### src/rtl/note_frame_gen.sv
// note_frame_gen
// Video timing source that paints five note boxes (lane 0 green .. lane 4
// orange) over a background. It drives a closed-loop stimulus into the
// fret-detection pipeline. Note masks are double-buffered, so the visible
// mask changes only on frame boundaries.
//
// Ports
//   CLK         pixel clock
//   RST         synchronous active-high reset
//   Enable      1: draw boxes, 0: active area shows Background only
//   LanePos     lane i at [24i+23:24i]: x = [10:0], y = [21:12]
//   LaneOn      lane i on-colour at [24i+23:24i]
//   OffColour   box colour when the lane's note bit is clear
//   Background  active-area colour outside the boxes
//   NoteMask    requested note state, bit i = lane i
//   NoteLoad    strobe that captures NoteMask into the pending mask
//   HSync       horizontal sync, active-high
//   VSync       vertical sync, active-high, whole-line aligned
//   VDE         active video
//   RGB         pixel colour, 0 outside active video
//   FrameStart  one-cycle pulse with pixel (0,0)
//   FrameCount  completed-frame counter, wraps modulo 2^16
//
// Every output is registered from the counters of the previous cycle, so
// all outputs share a fixed one-cycle latency.
module note_frame_gen #(
  parameter int H_ACTIVE = 640,
  parameter int H_FP     = 16,
  parameter int H_SYNC   = 96,
  parameter int H_BP     = 48,
  parameter int V_ACTIVE = 480,
  parameter int V_FP     = 10,
  parameter int V_SYNC   = 2,
  parameter int V_BP     = 33,
  parameter int BOX      = 8
) (
  input  logic         CLK,
  input  logic         RST,
  input  logic         Enable,
  input  logic [119:0] LanePos,
  input  logic [119:0] LaneOn,
  input  logic [23:0]  OffColour,
  input  logic [23:0]  Background,
  input  logic [4:0]   NoteMask,
  input  logic         NoteLoad,
  output logic         HSync,
  output logic         VSync,
  output logic         VDE,
  output logic [23:0]  RGB,
  output logic         FrameStart,
  output logic [15:0]  FrameCount
);

  localparam int H_TOTAL = H_ACTIVE + H_FP + H_SYNC + H_BP;
  localparam int V_TOTAL = V_ACTIVE + V_FP + V_SYNC + V_BP;

  localparam logic [11:0] H_MAX    = 12'(H_TOTAL - 1);
  localparam logic [11:0] V_MAX    = 12'(V_TOTAL - 1);
  localparam logic [11:0] H_ACT    = 12'(H_ACTIVE);
  localparam logic [11:0] V_ACT    = 12'(V_ACTIVE);
  localparam logic [11:0] HS_FIRST = 12'(H_ACTIVE + H_FP);
  localparam logic [11:0] HS_LAST  = 12'(H_ACTIVE + H_FP + H_SYNC - 1);
  localparam logic [11:0] VS_FIRST = 12'(V_ACTIVE + V_FP);
  localparam logic [11:0] VS_LAST  = 12'(V_ACTIVE + V_FP + V_SYNC - 1);
  localparam logic [11:0] BOX_M1   = 12'(BOX - 1);

  logic [11:0] hcnt_q, hcnt_d;
  logic [11:0] vcnt_q, vcnt_d;
  logic        h_wrap, v_wrap, frame_wrap;

  logic [4:0]  pend_mask_q, pend_mask_d;
  logic [4:0]  act_mask_q, act_mask_d;
  logic [15:0] frame_cnt_q, frame_cnt_d;

  logic        hsync_d, vsync_d, vde_d, fstart_d;
  logic [23:0] rgb_d;
  logic        hsync_q, vsync_q, vde_q, fstart_q;
  logic [23:0] rgb_q;

  logic [11:0] lane_x [5];
  logic [11:0] lane_y [5];
  logic [4:0]  hit;

  // Bits 11, 22 and 23 of each lane position field carry nothing.
  logic unused_lane_pos_bits;
  assign unused_lane_pos_bits = ^{LanePos[119:118], LanePos[107],
                                  LanePos[95:94],   LanePos[83],
                                  LanePos[71:70],   LanePos[59],
                                  LanePos[47:46],   LanePos[35],
                                  LanePos[23:22],   LanePos[11]};

  // Raster counters
  assign h_wrap     = (hcnt_q == H_MAX);
  assign v_wrap     = (vcnt_q == V_MAX);
  assign frame_wrap = h_wrap && v_wrap;

  always_comb begin
    hcnt_d = hcnt_q + 12'd1;
    vcnt_d = vcnt_q;
    if (h_wrap) begin
      hcnt_d = '0;
      vcnt_d = v_wrap ? 12'd0 : vcnt_q + 12'd1;
    end
  end

  // Mask buffering: the active mask takes the pending value held before the
  // wrap edge, so a load on the wrap cycle itself lands one frame later.
  always_comb begin
    pend_mask_d = NoteLoad ? NoteMask : pend_mask_q;
    act_mask_d  = frame_wrap ? pend_mask_q : act_mask_q;
    frame_cnt_d = frame_wrap ? frame_cnt_q + 16'd1 : frame_cnt_q;
  end

  // Box hit test in 12-bit arithmetic so that x+BOX-1 cannot wrap.
  always_comb begin
    for (int i = 0; i < 5; i++) begin
      lane_x[i] = {1'b0, LanePos[24*i +: 11]};
      lane_y[i] = {2'b00, LanePos[24*i+12 +: 10]};
      hit[i]    = (hcnt_q >= lane_x[i]) && (hcnt_q <= lane_x[i] + BOX_M1) &&
                  (vcnt_q >= lane_y[i]) && (vcnt_q <= lane_y[i] + BOX_M1);
    end
  end

  // Timing decode and colour selection for the current counter values
  always_comb begin
    hsync_d  = (hcnt_q >= HS_FIRST) && (hcnt_q <= HS_LAST);
    vsync_d  = (vcnt_q >= VS_FIRST) && (vcnt_q <= VS_LAST);
    vde_d    = (hcnt_q < H_ACT) && (vcnt_q < V_ACT);
    fstart_d = (hcnt_q == 12'd0) && (vcnt_q == 12'd0);

    rgb_d = Background;
    // Walk from the highest lane down so the lowest hitting lane wins.
    for (int i = 4; i >= 0; i--) begin
      if (hit[i]) begin
        rgb_d = act_mask_q[i] ? LaneOn[24*i +: 24] : OffColour;
      end
    end
    if (!Enable) begin
      rgb_d = Background;
    end
    if (!vde_d) begin
      rgb_d = '0;
    end
  end

  always_ff @(posedge CLK) begin
    if (RST) begin
      hcnt_q      <= '0;
      vcnt_q      <= '0;
      pend_mask_q <= '0;
      act_mask_q  <= '0;
      frame_cnt_q <= '0;
      hsync_q     <= 1'b0;
      vsync_q     <= 1'b0;
      vde_q       <= 1'b0;
      fstart_q    <= 1'b0;
      rgb_q       <= '0;
    end else begin
      hcnt_q      <= hcnt_d;
      vcnt_q      <= vcnt_d;
      pend_mask_q <= pend_mask_d;
      act_mask_q  <= act_mask_d;
      frame_cnt_q <= frame_cnt_d;
      hsync_q     <= hsync_d;
      vsync_q     <= vsync_d;
      vde_q       <= vde_d;
      fstart_q    <= fstart_d;
      rgb_q       <= rgb_d;
    end
  end

  assign HSync      = hsync_q;
  assign VSync      = vsync_q;
  assign VDE        = vde_q;
  assign RGB        = rgb_q;
  assign FrameStart = fstart_q;
  assign FrameCount = frame_cnt_q;

endmodule

### config.mk
export PLATFORM = sky130hd
export DESIGN_NAME = note_frame_gen
export DESIGN_NICKNAME = d
export VERILOG_FILES = /design/src/rtl/note_frame_gen.sv
export SDC_FILE = /design/constraint.sdc
export NUM_CORES = 1
export LEC_CHECK = 0
export ABC_AREA = 1
export BUFFER_PORTS_ARGS = -buffer_cell sky130_fd_sc_hd__clkbuf_2
export CAP_MARGIN = 40
export CORE_MARGIN = 3
export CORE_UTILIZATION = 30
export CTS_BUF_LIST = sky130_fd_sc_hd__clkbuf_16
export DETAILED_ROUTE_END_ITERATION = 16
export GPL_ROUTABILITY_DRIVEN = 0
export RECOVER_POWER = 100
export SYNTH_ARGS = -nofsm -noshare
export SYNTH_HDL_FRONTEND = slang
export SYNTH_SLANG_ARGS = --single-unit
export TNS_END_PERCENT = 1
### constraint.sdc
create_clock -name CLK -period 8.35 [get_ports CLK]
set_clock_uncertainty 0.15 [all_clocks]
set_input_delay 1.2525 -clock CLK [delete_from_list [all_inputs] [get_ports CLK]]
set_output_delay 1.2525 -clock CLK [all_outputs]
set_load 0.005 [all_outputs]
======== Yosys cells after proc, flatten, opt, wreduce, memory -nomap -nowiden ========
Cells that the tools add are included.
storage, ports and cells
  register bits ........................... 78
  input port bits ......................... 297
  logic and storage cells ................. 88
  output and inout port bits .............. 44
operators by class
  multiplexer cells ....................... 12
  equal/unequal tests ..................... 2
  reduce and logical (&&, ||, !) cells .... 24
  magnitude comparators ................... 26
  bitwise gates (word level) .............. 1
  add/sub/neg operators ................... 13
operators with widths
  cell                                                                             count
  24-bit two-way mux                                                               11
  11-bit by 3-bit adder with 12-bit output (second input constant)                 5
  12-bit by 10-bit >= comparator with 1-bit output                                 5
  12-bit by 11-bit >= comparator with 1-bit output                                 5
  12-bit by 11-bit <= comparator with 1-bit output                                 5
  12-bit <= comparator                                                             5
  10-bit by 3-bit adder with 11-bit output (second input constant)                 5
  12-bit by 1-bit adder with 12-bit output (second input constant)                 2
  12-bit by 10-bit == test with 1-bit output (second input constant)               2
  12-bit zero test                                                                 2
  1-bit logical AND                                                                20
  16-bit by 1-bit adder with 16-bit output (second input constant)                 1
  12-bit by 10-bit >= comparator with 1-bit output (second input constant)         1
  12-bit by 9-bit >= comparator with 1-bit output (second input constant)          1
  12-bit by 10-bit <= comparator with 1-bit output (second input constant)         1
  12-bit by 9-bit <= comparator with 1-bit output (second input constant)          1
  12-bit by 10-bit less-than comparator with 1-bit output (second input constant)  1
  12-bit by 9-bit less-than comparator with 1-bit output (second input constant)   1
  12-bit two-way mux                                                               1
  2-bit OR reduction                                                               2
  1-bit inverter                                                                   1

======== Longest topological paths before layout ========
Gate-level depths: netlist (run 1).
  depth after elaboration ................. 11
  mapped depth ............................ 27
  depth with buffers taken out ............ 26

======== Worst setup path after synthesis (run 1) ========
OpenSTA, ideal clock, no wires.
  path type ............................... in2reg
  start ................................... in LanePos[96]
  end ..................................... reg rgb_q[10], in the netlist RGB[10]
  data arrival time ....................... 3.909 ns
  stages on the path ...................... 26
  required time ........................... 8.068 ns
  slack ................................... 4.158 ns
  cells stage by stage .................... inv_1 > ha_1 > a21oi_1 > inv_1 > nor3_1 > nand2_1 > nor2_1 > nand3_1 > xor2_1 > ha_1 > nand2_1 > inv_1 > nand2_1 > nor2_1 > nand4_1 > nand2_1 > nand2_1 > nor2_2 > buf_4 > nand3_1 > nand3_1 > nand3_1 > nand2_1 > nand2_1 > nand2_1 > a21oi_1
between the ends
  cells in the longest elaborated chain, start to end .. 11
  elaborated cells on any way between the ends .. 12
RTL lines
  item                                      RTL line  RTL
  from (decl)                               40        input logic [119:0] LanePos,
  11-bit by 3-bit adder with 12-bit output  119       hit[i] = (hcnt_q >= lane_x[i]) && (hcnt_q <= lane_x[i] + BOX_M1) &&
  12-bit <= comparator                      119
  1-bit logical AND (*) (2 in series)       119
  1-bit logical AND (*)                     120       (vcnt_q >= lane_y[i]) && (vcnt_q <= lane_y[i] + BOX_M1);
  24-bit two-way mux (*) (5 in series)      134       if (hit[i]) begin
  24-bit two-way mux (*)                    138       if (!Enable) begin
  to (signal assigned)                      168       rgb_q <= rgb_d;
  to (decl)                                 78        logic [23:0] rgb_q;
Mark *: on every way between the ends. The rest lies on a longest branch, timed or not.
A chain may end at the register's enable or synchronous reset.

======== Worst setup path in the final report (run 1) ========
  start ................................... in LanePos[24]
  end ..................................... reg rgb_q[23], in the netlist RGB[23]
between the ends
  cells in the longest elaborated chain, start to end .. 8
  elaborated cells on any way between the ends .. 9
RTL lines
  item                                      RTL line
  11-bit by 3-bit adder with 12-bit output  119
  12-bit <= comparator                      119
  1-bit logical AND (*) (2 in series)       119
  1-bit logical AND (*)                     120
  24-bit two-way mux (*) (2 in series)      134
  24-bit two-way mux (*)                    138
Marks and branches as above.

==> results.ini, run 1 <==
[outcome]
status = finished, violations left
violations = max-capacitance violations, max-slew violations

[timing]
rsz0062_at_grt = no
report.final.slew_viol_count = 26
setup_viol = 0
setup_ws_ns = 2.98
worst_pin_slew_ns = 1.63
slew_headroom_pct = -8.97
hold_viol = 0
hold_slack_ns = 0.314
period_minus_slack_ns = 5.37
clock.fmax_ghz = 0.186
fin_crit_sh_pct = 64.3
fin_tns_setup_ns = 0

[setup_path]
worstSetupEndpointType = flip-flop
cpMaxStageDelayCell = inv_1
startpoint_type = input pin
path_buf_inv = 3
cp_common_cell = nand2_1
worstPathRequired_ns = 8.37
worstPathCellList = clkbuf_1 -> inv_1 -> ha_1 -> a21oi_1 -> nand2_1 -> nor2_1 -> nand4_1 -> xor2_1 -> ha_1 -> nand4_1 -> nor3_1 -> nand4_1 -> nand2_1 -> nand4_4 -> inv_1 -> nor2_1 -> nand2_1 -> nand2_1 -> nand2_1 -> a21oi_1
crit_family = simple AND/OR/NAND/NOR gates
crit_fanout = 25
cpPeakStageDelay_ns = 0.94
setup.worst_path.class = input pin to flip-flop
cp.arrival_ns = 5.39

[clock_tree]
cts-buffers-inserted = 9
holdBufCountCts = 0
clock_path_buffers = 2
h-tree-depth = 3
cts.sinks = 78
insertion_delay_ns = 0.37
root_buffer = clkbuf_16
cts_tree = yes
clk_pin_slew_ns = 0.08
cts_resized = 0
cts_setup_buffers = 0

[synthesis]
yosysMostFrequentCell = nand2_1
syn_area_per_cell_um2 = 6.14
ys_ff_latch = 78
synth-main-ff-cell = dfxtp_1
synth_edf_count = 0
synth_fp_nets = 2633
yosysWarnings = 0
synth_commonest_cells = nand2_1 (414), inv_1 (282), nor2_1 (256)
syn_area_um2 = 12900
synth_top_area_share_pct = 22.9
synth_cell_types = 47
ys_seq_area_share_pct = 12.1
synthCells = 2100
async_flop_share_pct = 0
yosysTopAreaCell = ha_1
synthTopCellsByArea = ha_1 (23%), dfxtp_1 (12%), nand2_1 (12%), a21oi_1 (8.5%), inv_1 (8.2%)

[placement]
place_hpwl_um = 37100
place_ws_ns = 3.05
dp.cells = 2922
portBuffers = 325
place_area_um2 = 15100

[detailed_routing]
wl_per_cell_um = 16.2
drc_errors = 0
drtAntennaViolNets = 0
drt_wl_total_um = 47700
dr.pass1.iters = 5
drt_iter0_drc = 1012
num_vias = 14900
viasPerCell = 5.08

[pwr]
vdd_ir_drop_max_v = 0.0000734
p_per_area_nw_per_um2 = 76.8
p_leak_nw = 8.37
finalPower_mw = 1.17

[final_layout]
stdcell_count = 2939
fin_util_pct = 36.2
stdcell_area_um2 = 15300
fin_nets = 2927
fillers = 4620
syn_to_final_growth_pct = 18.3
drive_above_1_share_pct = 14.3

[die]
die_y_um = 213
fp.dieW_um = 213
core_region_area_um2 = 42200
ios = 341
dieArea_um2 = 45500
initial_core_util_pct = 30.6
rows = 75

[global_routing]
grt_pass1_vias = 14300
grtUsageTotal_pct = 20.2
grt_max_degree = 50
gr-total-overflow = 0
grt_pass1_wl_um = 73700
antenna_found_initial = 1

[job]
cap_violations = 1

[min_path]
min_path_type = flip-flop to flip-flop

-- kinds of logic (layout without fill, tap and decap cells) --
logic type	count (synthesis)	in the layout	synth area share (%)
flip-flops	78	78	12.1
XOR/XNOR	85	85	5.77
AND/OR/NAND/NOR	971	971	33.2
other	0	1	0
AO/OA/AOI/OAI	380	380	15.3
buffers and inverters	350	649	10.7
adder cells (fa/ha/maj)	236	236	22.9
-- cell type report --
class,count,area [um2],area share (%)
Antenna cell,1,2.50,0.0164
Clock buffer,9,225,1.48
Clock inverter,7,63.8,0.418
Inverter,286,1070,7.03
Multi-Input combinational cell,1672,9900,64.9
Sequential cell,78,1560,10.2
Tap cell,539,674,4.42
Timing Repair Buffer,347,1760,11.5
-- registers in the layout (all words and copies together), names as in the netlist --
name and cells:
FrameStart 1, VSync 1, VDE 1, FrameCount 16, HSync 1, pend_mask_q 5, vcnt_q 12, RGB 24
act_mask_q 5, hcnt_q 12
-- final timing paths --
kind | start | endpoint | slack, ns | cells after the start
worst max-delay path | LanePos[24] | RGB[23] | 2.98 | 20
worst min-delay path | pend_mask_q[1] | act_mask_q[1] | 0.31 | 2
worst max register to register | vcnt_q[3] | RGB[23] | 4.29 | 13
worst min register to register | pend_mask_q[1] | act_mask_q[1] | 0.31 | 2
-- metal layers --
layer  up-vias  share of wire, %  GRT usage, %
met5         -             0.027             0
met4         2               2.5          6.11
met3        73               5.5          2.77
met2       463                47          34.4
met1      6812                45          26.8
li1       7570                 -             -
-- power by group --
part / internal (mW) / switching [mW]
sequential: 0.383 / 0.00923
clock: 0.210 / 0.208
combinational: 0.151 / 0.212
total: 0.743 / 0.430
-- placed cells by master, fill, tap and decap left out, types with 4 or more instances in the layout --
master | synthesis | final
clkbuf_16 | 0 | 9
clkbuf_1 | 39 | 40
a21o_1 | 4 | 4
nor3_1 | 38 | 41
ha_1 | 236 | 236
xor2_1 | 75 | 75
nor4_1 | 9 | 10
nand4_1 | 53 | 54
nand3_1 | 158 | 158
dfxtp_1 | 78 | 78
nor3b_1 | 11 | 11
inv_1 | 282 | 283
a211oi_1 | 8 | 8
xnor2_1 | 10 | 10
o21a_1 | 9 | 9
nor2_1 | 256 | 257
nand2_1 | 414 | 416
buf_4 | 7 | 19
a21oi_1 | 219 | 219
clkbuf_2 | 0 | 285
o21ai_0 | 130 | 131
nand2_2 | 5 | 4
-- worst register-to-register path: cells and delay by family (launching register included) --
| family | cells | cell delay (ns) |
|---|---|---|
| AOI/OAI and AO/OA | 4 | 0.47 |
| buffers and inverters | 1 | 0.97 |
| DFF | 1 | 0.90 |
| adders and majority gates | 1 | 0.38 |
| and+or+nand+nor | 7 | 1.00 |
(Power assumes the default switching activity.)
==> run 2: changes to the inputs <==
Clock period 8.35 ns to 5.6 ns, I/O delays scaled along.
==> run 2 against run 1 <==
- the run still ends with max-capacitance violations, max-slew violations left
- cell count down 0.14%
- core utilization down 0.10 points
- sequential power up 49%
- sequential cell count unchanged
- design area down 0.28%
- clock power up 47%
- register-to-register slack worse by 2.6 ns
- global-route usage about the same
- power up 48%
- first-iteration DRC count down 3.9%
- die area unchanged
- critical endpoint is now RGB[13]
- highest routed layer is now met4
==> results.ini, run 2 (synthesis results as in run 1) <==
[outcome]
status = finished, violations left
violations = max-capacitance violations, max-slew violations

[timing]
setup_viol = 0
report.final.slew_viol_count = 26
rsz0062_at_grt = no
clock.fmax_ghz = 0.223
hold_slack_ns = 0.305
worst_pin_slew_ns = 1.74
hold_viol = 0
fin_crit_sh_pct = 80.1
period_minus_slack_ns = 4.49
slew_headroom_pct = -15.8
fin_tns_setup_ns = 0

[clock_tree]
insertion_delay_ns = 0.36
clock_path_buffers = 2
cts_setup_buffers = 0
h-tree-depth = 3
cts-buffers-inserted = 9
root_buffer = clkbuf_16
cts_tree = yes
cts_resized = 0
holdBufCountCts = 0
cts.sinks = 78
clk_pin_slew_ns = 0.08

[die]
die_y_um = 213
dieArea_um2 = 45500
initial_core_util_pct = 30.6
rows = 75
core_region_area_um2 = 42200
ios = 341
fp.dieW_um = 213

[setup_path]
crit_fanout = 24
setup.worst_path.class = input pin to flip-flop
cp.arrival_ns = 4.51
worstSetupEndpointType = flip-flop
worstPathRequired_ns = 5.63
startpoint_type = input pin

[min_path]
min_path_type = flip-flop to flip-flop

[placement]
dp.cells = 2918
portBuffers = 325
place_hpwl_um = 37000

[final_layout]
drive_above_1_share_pct = 14.0
largest_reg_flops = 24
fin_nets = 2923
fillers = 4682
fin_util_pct = 36.1
syn_to_final_growth_pct = 18.0
mostFrequentLayoutCell = nand2_1
final_cell_mix = nand2_1 (416), clkbuf_2 (284), inv_1 (282), nor2_1 (258), ha_1 (236)
stdcell_count = 2935

[global_routing]
grt_pass1_wl_um = 73100
gr-total-overflow = 0
antenna_found_initial = 1
grt_max_degree = 50
grt_pass1_vias = 14100
grtUsageTotal_pct = 20.2

[detailed_routing]
drtAntennaViolNets = 0
drc_errors = 0
dr.pass1.iters = 5
drt_iter0_drc = 973
viasPerCell = 5.06
drt_wl_total_um = 48000
wl_per_cell_um = 16.4
num_vias = 14900

[pwr]
p_leak_nw = 8.33
vdd_ir_drop_max_v = 0.000137
p_per_area_nw_per_um2 = 114

[job]
cap_violations = 1

[run 2: cell count changes in the layout (fill, tap and decap cells not counted), sizes merged]
cell / previous run / this run
inv: 291 / 289
clkinv: 0 / 3
clkinvlp: 2 / 1
clkbuf: 334 / 336
buf: 22 / 16
[run 2: area by class of cell]
type / count / area, um2 / share of cell area, %
inverters: 286 / 1070 / 7.05
flip-flops and latches: 78 / 1560 / 10.3
clock inverters: 7 / 67.6 / 0.444
clock buffers: 9 / 225 / 1.48
multi-input cells: 1672 / 9900 / 65.0
diodes: 1 / 2.50 / 0.0164
repair buffers: 343 / 1720 / 11.3
well taps: 539 / 674 / 4.43
[run 2: layer usage]
metal	vias up	track usage, %	part of all wire, %
met1	6764	27.4	45
li1	7564	-	-
met2	459	34.0	47
met3	72	2.78	5.8
met5	-	0	0
met4	0	4.99	2.1
[run 2: power by group]
group,switching (mW),internal [mW]
Clock,0.302,0.311
Combinational,0.316,0.225
Sequential,0.0145,0.571
[run 2: per-stage QoR]
stage / total power [mW] / area (um2) / setup slack, ns
after floorplan: 0.909 / 12900 / 1.82
final: 1.74 / 15200 / 1.11
after detailed placement: 1.14 / 15100 / 1.09
after global routing: 1.87 / 15200 / 0.624
after global placement: 1.12 / 15000 / 0.828
after CTS: 1.78 / 15400 / 1.50
[run 2: final timing paths]
| kind | end | from | depth (start not counted) | slack (ns) |
|---|---|---|---|---|
| worst max-delay path | RGB[13] | LanePos[96] | 27 | 1.11 |
| worst min register to register | hcnt_q[0] | hcnt_q[0] | 1 | 0.31 |
| worst min-delay path | hcnt_q[0] | hcnt_q[0] | 1 | 0.31 |
| worst max register to register | FrameCount[15] | hcnt_q[1] | 12 | 1.71 |
[run 2: worst max-delay path, cell delays in order]
cell and delay (ns):
clkbuf_1 0.10, inv_1 0.09, ha_1 0.23, a21oi_1 0.22
inv_1 0.06, nor3_1 0.25, nand2_1 0.09, nor2_1 0.16
nand3_1 0.11, xor2_1 0.16, ha_1 0.27, nand2_1 0.06
inv_1 0.05, nand2_1 0.05, nor2_1 0.14, nand4_1 0.09
nand2_1 0.15, nand2_1 0.07, nor2_1 0.11, clkbuf_2 0.57
nand3_1 0.15, nand3_1 0.11, nand3_1 0.07, nand2_1 0.09
nand2_1 0.05, nand2_1 0.08, a21oi_1 0.07
==> run 3: changes to the inputs <==
Clock period 5.6 ns to 3.75 ns, I/O delays scaled along.
==> run 3 against run 2 <==
- the run now ends clean
- sequential power rose by 49%
- routed wire length barely moved
- first-iteration DRC count fell by 12%
- count of clock-buffer cells in the layout did not move
- power rose by 53%
- worst hold slack got worse by 0.017 ns
- core utilization rose by 1.5 points
- via count rose by 1.5%
- cell count rose by 2.0%
- die area did not move
- critical path depth did not move
- critical endpoint is now RGB[23]
- highest routed layer is now met5
==> results.ini, run 3 (synthesis results as in run 1) <==
[clock_tree]
cts.sinks = 78
clock_path_buffers = 2
clk_pin_slew_ns = 0.07
holdBufCountCts = 0
cts-buffers-inserted = 9
root_buffer = clkbuf_16
insertion_delay_ns = 0.36
cts_tree = yes
h-tree-depth = 3

[pwr]
power_switching_mw = 0.923
p_per_area_nw_per_um2 = 167
swShare_pct = 34.8
p_leak_nw = 8.72
pwr-share-seq_pct = 32.7
pwr-share-comb_pct = 31.8
p_int_mw = 1.73
vdd_ir_drop_max_v = 0.000146
clkPwrFrac_pct = 35.5

[setup_path]
setup.worst_path.class = input pin to flip-flop
cp_common_cell = nand2_1
cp-startpoint = LanePos[96]
startpoint_type = input pin
path_buf_inv = 5
crit_family = simple AND/OR/NAND/NOR gates
worstPathRequired_ns = 3.83
cp.arrival_ns = 3.50
r2r_start = hcnt_q[8]
cpPeakStageDelay_ns = 0.27
cpMaxStageDelayCell = ha_1
r2r.worst_path.cells = 12
reg2reg_to = FrameCount[13]
worstSetupEndpointType = flip-flop
path_depth = 27
rrSetupSlack_ns = 0.34
cp-endpoint = RGB[23]
crit_fanout = 24

[detailed_routing]
drt_wl_total_um = 48000
drtAntennaViolNets = 0
drt_iter0_drc = 858
dr.pass1.iters = 6
num_vias = 15100
wl_per_cell_um = 16.0
viasPerCell = 5.04
drc_errors = 0

[die]
initial_core_util_pct = 30.6
fp.dieW_um = 213
die_y_um = 213
dieArea_um2 = 45500
rows = 75
core_region_area_um2 = 42200
ios = 341

[final_layout]
stdcell_count = 2993
largest_reg_flops = 24
final_cell_mix = nand2_1 (415), clkbuf_2 (285), inv_1 (283), nor2_1 (256), ha_1 (236)
mostFrequentLayoutCell = nand2_1
fillers = 4666
drive_above_1_share_pct = 16.7
syn_to_final_growth_pct = 23.0
fin_nets = 2980

[min_path]
hold_start = Background[6]
min_path_type = input pin to flip-flop

[timing]
worst_pin_slew_ns = 0.903
clock.fmax_ghz = 0.293
setup_ws_ns = 0.332
report.final.slew_viol_count = 0
hold_slack_ns = 0.288
period_minus_slack_ns = 3.42
setup_viol = 0
rsz0062_at_grt = no
slew_headroom_pct = 39.8
fin_crit_sh_pct = 91.1
hold_viol = 0

[global_routing]
grtUsageTotal_pct = 20.2
grt_pass1_wl_um = 73500
gr-total-overflow = 0
grt_pass1_vias = 14400
antenna_found_initial = 6
grt_max_degree = 50

[placement]
place_hpwl_um = 38100
portBuffers = 325
place_ws_ns = -0.127
dp.cells = 2973

[job]
cap_violations = 0

[outcome]
status = finished clean

## run 3: worst min-delay path by stage
stage           endpoint  slack [ns]  cells past startpoint
2_1_floorplan  hcnt_q[0]        0.27                      1
3_3_place_gp   hcnt_q[0]        0.28                      1
3_5_place_dp   hcnt_q[0]        0.29                      1
4_1_cts           RGB[6]        0.26                      3
5_1_grt          RGB[11]        0.28                      3
6_report          RGB[6]        0.29                      3
## run 3: worst min-delay path: cells and delay by family
family | cells | cell delay [ns]
buffers and inverters | 1 | 0.09
and+or+nand+nor | 1 | 0.05
AOI/OAI and AO/OA | 1 | 0.05
## run 3: final cells by class
type,count,area (um2),area share [%]
repair buffers,400,2280,14.4
multi-input cells,1672,9980,62.9
clock inverters,7,75.1,0.473
well taps,539,674,4.25
clock buffers,9,225,1.42
inverters,286,1070,6.76
flip-flops and latches,78,1560,9.84
diodes,2,5.00,0.0315
## run 3: through the flow
stage	utilization [%]	TNS (ns)	instance area (um2)	power [mW]
after floorplan	-	0	12900	1.36
after global placement	36.8	-1.59	15600	1.71
after detailed placement	36.9	-2.07	15600	1.73
after CTS	37.6	0	15900	2.70
after global routing	37.6	0	15900	2.85
final	37.6	0	15900	2.65
## run 3: power by group through the flow
stage,registers [mW],logic (mW),clock network (mW)
after floorplan,0.885,0.472,0
after global placement,0.888,0.818,0
after detailed placement,0.889,0.839,0
after CTS,0.869,0.845,0.982
after global routing,0.870,0.971,1.01
final,0.869,0.844,0.941
## run 3: repair_timing
| item | in CTS | in global routing |
|---|---|---|
| resized for setup | 0 | 10 |
| buffers inserted | 0 | 1 |
| setup endpoints to repair | 0 | 24 |
## run 3: layer usage
layer  GRT usage [%]  part of all wire, %  vias to the layer above
met1            27.0                   45                     6826
li1                -                    -                     7689
met2            33.6                   46                      471
met3            3.25                  5.6                       89
met5               0                0.085                        -
met4            6.18                  2.8                        6
